### config.mk
export PLATFORM = sky130hd
export DESIGN_NAME = fifo_rd_stream
export DESIGN_NICKNAME = d
export VERILOG_FILES = /design/src/rtl/fifo_rd_stream_pkg.sv /design/src/rtl/rd_skid_buf.sv /design/src/rtl/fifo_rd_stream.sv
export SDC_FILE = /design/constraint.sdc
export NUM_CORES = 1
export LEC_CHECK = 0
export BUFFER_PORTS_ARGS = -buffer_cell sky130_fd_sc_hd__buf_4
export CAP_MARGIN = 20
export CORE_AREA = 2 2 64 66
export CTS_CLUSTER_DIAMETER = 100
export DETAILED_ROUTE_END_ITERATION = 10
export DIE_AREA = 0 0 66 68
export PLACE_DENSITY = 0.82
export SYNTH_ARGS = -nofsm -noshare
export SYNTH_HDL_FRONTEND = slang
export SYNTH_SLANG_ARGS = --single-unit
### constraint.sdc
create_clock -name R_CLK -period 2.2 [get_ports R_CLK]
set_input_delay 0.33 -clock R_CLK [delete_from_list [all_inputs] [get_ports R_CLK]]
set_output_delay 0.33 -clock R_CLK [all_outputs]
set_load 0.01 [all_outputs]
### src/rtl/fifo_rd_stream_pkg.sv
// Shared defaults, types and helpers for the FIFO read-side drain stage.
package fifo_rd_stream_pkg;

  localparam int unsigned DEF_DATA_WIDTH = 9;
  localparam int unsigned DEF_SKID_DEPTH = 4;
  localparam int unsigned DEF_BURST_LEN  = 16;

  typedef logic [DEF_DATA_WIDTH-1:0]        word_t;
  typedef logic [$clog2(DEF_SKID_DEPTH):0] count_t;

  function automatic bit is_pow2(input int unsigned v);
    return (v != 0) && ((v & (v - 1)) == 0);
  endfunction

endpackage

### src/rtl/rd_skid_buf.sv
// Circular skid buffer: storage, read/write pointers and occupancy count.
module rd_skid_buf
  import fifo_rd_stream_pkg::*;
#(
  parameter int unsigned DATA_WIDTH = DEF_DATA_WIDTH,
  parameter int unsigned DEPTH      = DEF_SKID_DEPTH
) (
  input  logic                         clk,
  input  logic                         rst_n,
  input  logic                         wr_en,
  input  logic [DATA_WIDTH-1:0]        wr_data,
  input  logic                         rd_en,
  output logic [DATA_WIDTH-1:0]        rd_data,
  output logic [$clog2(DEPTH):0]       count
);

  localparam int unsigned PtrW = $clog2(DEPTH);
  localparam int unsigned CntW = PtrW + 1;
  localparam logic [CntW-1:0] Full = CntW'(DEPTH);

  if (!is_pow2(DEPTH) || DEPTH < 2) begin : g_bad_depth
    $error("rd_skid_buf: DEPTH must be a power of two >= 2");
  end

  logic [DATA_WIDTH-1:0] mem_q [DEPTH];
  logic [PtrW-1:0]       wptr_q, rptr_q;
  logic [CntW-1:0]       count_q, count_d;

  always_comb begin
    count_d = count_q;
    case ({wr_en, rd_en})
      2'b10:   count_d = count_q + 1'b1;
      2'b01:   count_d = count_q - 1'b1;
      default: count_d = count_q;
    endcase
  end

  // Storage is reset so the stream data reads 0 straight out of reset.
  always_ff @(posedge clk or negedge rst_n) begin
    if (!rst_n) begin
      for (int unsigned i = 0; i < DEPTH; i++) begin
        mem_q[i] <= '0;
      end
      wptr_q  <= '0;
      rptr_q  <= '0;
      count_q <= '0;
    end else begin
      if (wr_en) begin
        mem_q[wptr_q] <= wr_data;
        wptr_q        <= wptr_q + 1'b1;
      end
      if (rd_en) begin
        rptr_q <= rptr_q + 1'b1;
      end
      count_q <= count_d;
    end
  end

  assign rd_data = mem_q[rptr_q];
  assign count   = count_q;

  a_count_bound: assert property (@(posedge clk) disable iff (!rst_n) count_q <= Full);
  a_no_overflow: assert property (@(posedge clk) disable iff (!rst_n)
                                  !(wr_en && !rd_en && count_q == Full));
  a_no_underflow: assert property (@(posedge clk) disable iff (!rst_n)
                                   !(rd_en && count_q == '0));

endmodule

### src/rtl/fifo_rd_stream.sv
// FIFO read-side drain: pops into a skid buffer and presents a valid/ready stream.
// Define FIFO_RD_STREAM_LAST_EN to frame the stream into BURST_LEN-word packets.
module fifo_rd_stream
  import fifo_rd_stream_pkg::*;
#(
  parameter int unsigned DATA_WIDTH = DEF_DATA_WIDTH,
  parameter int unsigned SKID_DEPTH = DEF_SKID_DEPTH,
  parameter int unsigned BURST_LEN  = DEF_BURST_LEN
) (
  input  logic                  R_CLK,
  input  logic                  RRST_n,
  input  logic                  EMPTY,
  input  logic [DATA_WIDTH-1:0] RD_DATA,
  output logic                  R_EN,
  output logic [DATA_WIDTH-1:0] OUT_DATA,
  output logic                  OUT_VALID,
  input  logic                  OUT_READY,
  output logic                  OUT_LAST
);

  localparam int unsigned CntW = $clog2(SKID_DEPTH) + 1;
  localparam logic [CntW:0] ResvMax = (CntW + 1)'(SKID_DEPTH);

  if (BURST_LEN < 1) begin : g_bad_burst
    $error("fifo_rd_stream: BURST_LEN must be >= 1");
  end

  logic            inflight_q;
  logic [CntW-1:0] count;
  logic [CntW:0]   reserved;
  logic            pop;

  // Buffered words plus the one still on its way from the FIFO.
  assign reserved = {1'b0, count} + {{CntW{1'b0}}, inflight_q};

  // Held low in reset since the FIFO read side shares the same reset.
  assign R_EN      = RRST_n && !EMPTY && (reserved < ResvMax);
  assign OUT_VALID = (count != '0);
  assign pop       = OUT_VALID && OUT_READY;

  always_ff @(posedge R_CLK or negedge RRST_n) begin
    if (!RRST_n) begin
      inflight_q <= 1'b0;
    end else begin
      inflight_q <= R_EN;
    end
  end

  rd_skid_buf #(
    .DATA_WIDTH(DATA_WIDTH),
    .DEPTH     (SKID_DEPTH)
  ) u_skid (
    .clk    (R_CLK),
    .rst_n  (RRST_n),
    .wr_en  (inflight_q),
    .wr_data(RD_DATA),
    .rd_en  (pop),
    .rd_data(OUT_DATA),
    .count  (count)
  );

`ifdef FIFO_RD_STREAM_LAST_EN
  localparam int unsigned BurstW = (BURST_LEN > 1) ? $clog2(BURST_LEN) : 1;
  localparam logic [BurstW-1:0] LastIdx = BurstW'(BURST_LEN - 1);

  logic [BurstW-1:0] burst_q, burst_d;

  assign OUT_LAST = OUT_VALID && (burst_q == LastIdx);

  always_comb begin
    burst_d = burst_q;
    if (pop) begin
      burst_d = OUT_LAST ? '0 : burst_q + 1'b1;
    end
  end

  always_ff @(posedge R_CLK or negedge RRST_n) begin
    if (!RRST_n) begin
      burst_q <= '0;
    end else begin
      burst_q <= burst_d;
    end
  end
`else
  assign OUT_LAST = 1'b0;
`endif

  a_no_pop_when_empty: assert property (@(posedge R_CLK) disable iff (!RRST_n)
                                        R_EN |-> !EMPTY);

endmodule

### After elaboration in Yosys (flattened, before gate mapping)

Index checks and enable logic that the tools add are counted.

* logic and storage cells: 35
* flip-flop bits (word level): 44
* output and inout port bits: 12

* add/subtract/negate cells: 5
* mux-type cells: 7
* equal/unequal tests: 2
* reductions and logical operators: 7
* magnitude comparators: 4
* bitwise logic cells: 2

Operators with widths (number)
* 36-bit bitwise mux: 1
* 9-bit two-way mux: 3
* 9-bit binary-select mux with 2-bit select: 1
* 9-bit demux with 2-bit select: 1
* 3-bit >= comparator (second input constant): 2
* 2-bit NOT with 3-bit output: 2
* 3-bit case mux with 2 select lines: 1
* 2-bit by 1-bit adder with 2-bit output (second input constant): 2
* 3-bit by 1-bit adder with 4-bit output: 1
* 1-bit logical AND: 4
* 4-bit by 3-bit less-than comparator with 1-bit output (second input constant): 1
* 3-bit by 1-bit adder with 3-bit output (second input constant): 1
* 3-bit by 1-bit less-than comparator with 1-bit output (second input constant): 1
* 3-bit nonzero test: 1
* 3-bit by 1-bit subtractor with 3-bit output (second input constant): 1
* 2-bit by 1-bit equality test with 1-bit output (second input constant): 1
* 2-bit equality test (second input constant): 1
* 2-bit nonzero test: 1
* 1-bit logical NOT: 1

### Logic depth before layout (Yosys ltp)

* depth in word-level cells: 6
* mapped depth: 8

### By module

A second synthesis with hierarchy kept.

* cell total of the unflattened synthesis: 123
* area, all modules: 1981.9 um2

Modules (own cells, without submodules)
* rd_skid_buf: area an instance 1910.6 um2, times used 1, cells an instance 115
* fifo_rd_stream: area an instance 71.3 um2, times used 1, cells an instance 8

### Least setup slack after synthesis

Ideal clock, no wire load.

* kind: reg-to-reg
* start point: reg u_skid.count_q[0] (netlist: u_skid.count[0])
* end point: reg u_skid.count_q[2] (netlist: u_skid.count[2])
* data arrival time: 1.551 ns
* library setup time: 0.079 ns
* path buffers: 0
* stages on the path, launching flop included: 8
* period minus slack after synthesis: 1.630 ns
* slack: 0.570 ns
* cells stage by stage: dfrtp_1 o31a_1 ha_1 inv_1 fa_1 xor2_1 nor2_1 xor2_1

* word-level cells in the longest chain between the ends: 4

RTL lines
* from (decl): RTL line rd_skid_buf.sv:27 `logic [CntW-1:0] count_q, count_d;`
* from (signal assigned): RTL line rd_skid_buf.sv:55 `count_q <= count_d;`
* 3-bit nonzero test (*): RTL line fifo_rd_stream.sv:38 `assign OUT_VALID = (count != '0);`
* 1-bit logical AND (*): RTL line fifo_rd_stream.sv:39 `assign pop = OUT_VALID && OUT_READY;`
* named net pop: RTL line fifo_rd_stream.sv:31 `logic pop;`
* 2-bit by 1-bit equality test with 1-bit output / 2-bit equality test (equally long branches): RTL line rd_skid_buf.sv:31 `case ({wr_en, rd_en})`
* 3-bit case mux with 2 select lines / 2-bit nonzero test (equally long branches)

Mark *: on every way through the listed nets, which the timed path passes. The rest lies on a longest branch.
A chain may end at the register's enable or synchronous reset.

### Worst setup path after layout

Ends and elaborated chain as after synthesis.

==> results.md <==
- Leak: 0.00102 uW
- Sw frac: 31.8%
- Die width: 66 um
- Final period utilization: 84.9%
- CP Launch Point: u_skid.count[0]
- Vias in the first global route: 1201
- Max Cap Violations: 0
- Multi-input gate area: 831 um2
- Fillers: 320
- RR Startpoint: u_skid.count[0]
- Most frequent cells in the layout: dfrtp_1 (44), mux2_2 (36), buf_4 (26), mux4_2 (8), inv_1 (6)
- M1 WL: 1.49 mm
- Final setup viols: 0
- Antenna violations before repair: 0
- Via Count: 1094
- Net Switching: 1080 uW
- Die Ht: 68 um
- Largest net degree at the start of global routing: 45
- Core Area: 3860 um2
- CP Capture Type: flop
- Largest stage delay, worst path: 0.43 ns
- Share of cells above drive strength 1: 52.3%
- Placed Instance Area: 2210 um2
- Cell variety after synth: 21
- Clock group share of total power: 14.1%
- Synth Instances: 126
- HP Class: in -> async
- Crit path cell chain: o31a_1 -> ha_1 -> inv_1 -> fa_1 -> xor2_1 -> nor2_1 -> xor2_1
- DRC Markers: 0
- Pwr dens: 1490 nW/um2
- Highest routed layer: met4
- Ys Warns: 0
- Vias/cell: 5.34
- Layout net count: 174
- Seq/Total Area, Yosys: 55.5%
- Setup total negative slack: 0 ns
- First-pass GRT wire length: 5.95 mm
- # diodes: 0
- Die ar.: 4490 um2
- Total Wirelength: 3.56 mm
- Initial DRC count: 58
- Slew HR: 64.3%
- Syn avg cell area: 15.8 um2
- Root Driver: clkbuf_8
- Worst path required time: 2.42 ns
- Status: finished clean
- Crit Reg-Reg Endpoint: u_skid.count[2]
- Detailed Place HPWL: 2.58 mm
- Clock Path Buffers: 2
- TritonCTS Buffers: 5
- Core Util, Final: 59.5%
- Post-route cell area: 2290 um2
- Slew Viols, Final: 0
- GRT Residual Overflow: 0
- CTS sink cnt: 44
- # rows: 23
- Cts repair resizes: 0
- Detail Route met2 WL: 1.81 mm
- All-Layer GR Usage: 18.8%
- Arrival time at the worst endpoint: 2.09 ns
- Hold Vio Cnt, Final: 0
- CTS tree: yes
- Area occupied by registers: 1100 um2
- Commonest non-fill, non-tap cell in the layout: dfrtp_1
- Post-CTS Hold Fix Bufs: 0
- RSZ-0062 raised after global routing: no
- CTS clk-pin slew, worst paths: 0.08 ns
- P_int: 2320 uW
- Last element of the critical path: u_skid.count[2]
- WL/cell: 17.4 um
- Area Overhead vs Synth: 15.5%
- Top Ports: 25
- Critical Path Fanout Max: 5
- Most frequent CP cell: xor2_1
- Slowest cell on crit path: dfrtp_1
- Flop pwr share: 43.8%
- R2r setup slk: 0.33 ns
- Final Skew: 0.00874 ns
- Clk_lat worst skew: 0.30 ns
- Comb pwr share: 42.0%
- Synthesized cell area: 1990 um2
- Worst-Margin Slew: 0.536 ns
- Reg2Reg Depth: 7
- #FFs+latches synth: 44
- Post-CTS setup buffers: 0
- Startpoint Class: flop
- Syn_nets: 145
- Gpl congestion: 0.764
- Fin crit period: 1.87 ns
- Worst IR drop on VDD: 693 uV
- Max Fclk: 535 MHz
- CP Class: reg -> reg
- Initial core utilization: 51.5%
- Port bufs: 23
- Met3 WL: 177 um
- DRT antenna net count: 0
- # H-tree levels: 2
- First-pass DRT Iterations: 4
[cell families (layout without fill, tap and decap cells)]
family	count (synthesis)	count (layout)	synth area share [%]
buffers and inverters	10	39	2.71
AOI/OAI and AO/OA	3	3	1.01
muxes	46	46	31.3
DFF	44	44	55.5
adders and majority gates	6	6	4.16
and+or+nand+nor	10	10	2.52
other	1	1	0.189
xor gates and xnor gates	6	6	2.65
[how the worst min path moves through the flow]
stage,startpoint,end,cells after the start
after global routing,RRST_n,u_skid.mem_q[9],2
after global placement,RRST_n,u_skid.mem_q[34],2
after floorplan,RRST_n,inflight_q,0
final,RRST_n,u_skid.mem_q[9],2
after detailed placement,RRST_n,u_skid.mem_q[25],2
after CTS,RRST_n,u_skid.mem_q[23],2
[stage by stage]
stage / std cells / setup slack (ns) / hold slack [ns] / total power [uW]
final: 205 / 0.332 / 0.125 / 3410
after global routing: 205 / 0.232 / 0.159 / 3640
after CTS: 205 / 0.318 / 0.136 / 3450
after detailed placement: 198 / 0.335 / 0.462 / 2970
after global placement: 198 / 0.534 / 0.452 / 2830
after floorplan: 126 / 0.570 / 0.0344 / 2420
[per-layer routing]
metal,GRT usage (%),vias up
met3,6.25,5
met1,23.3,561
met5,0,-
met4,9.18,0
li1,-,505
met2,29.8,23
[power groups by stage]
stage / sequential, uW / clock (uW) / combinational, uW
after floorplan: 1380 / 0 / 1040
after global placement: 1460 / 0 / 1370
after detailed placement: 1510 / 0 / 1460
after CTS: 1490 / 493 / 1460
after global routing: 1550 / 534 / 1560
final: 1490 / 481 / 1430
[worst max-delay path: cells and delay by family, from the launching register on]
kind / cells / cell delay, ns
adder cells (fa/ha/maj): 2 / 0.59
AO/OA/AOI/OAI: 1 / 0.23
AND/OR/NAND/NOR: 1 / 0.11
XOR/XNOR: 2 / 0.35
flip-flops: 1 / 0.43
buffers and inverters: 1 / 0.06
[area by class of cell]
class | instances | area share [%]
sequential | 44 | 48.0
multi-input combinational | 72 | 36.2
timing repair buffer | 26 | 8.51
clock buffer | 5 | 3.00
tap | 50 | 2.73
inverter | 6 | 0.982
clock inverter | 2 | 0.546
[flip-flops by register name, indices dropped and copies added, names as in the netlist]
register	flops
u_skid.wptr_q	2
inflight_q	1
u_skid.rptr_q	2
u_skid.count	3
u_skid.mem_q	36
[cell usage after synthesis, drive strengths merged]
cell | n | area share (%)
dfrtp | 44 | 55
mux2 | 36 | 20
mux4 | 9 | 10
nand2 | 7 | 1.8
inv | 6 | 1.1
ha | 5 | 3.2
buf | 4 | 1.6
xor2 | 4 | 1.8
nor2 | 2 | 0.38
xnor2 | 2 | 0.88
a31oi | 1 | 0.32
conb | 1 | 0.19
fa | 1 | 1.0
mux2i | 1 | 0.50
o21ai | 1 | 0.25
o31a | 1 | 0.44
or3 | 1 | 0.32
Power figures use the tool's default switching activity.
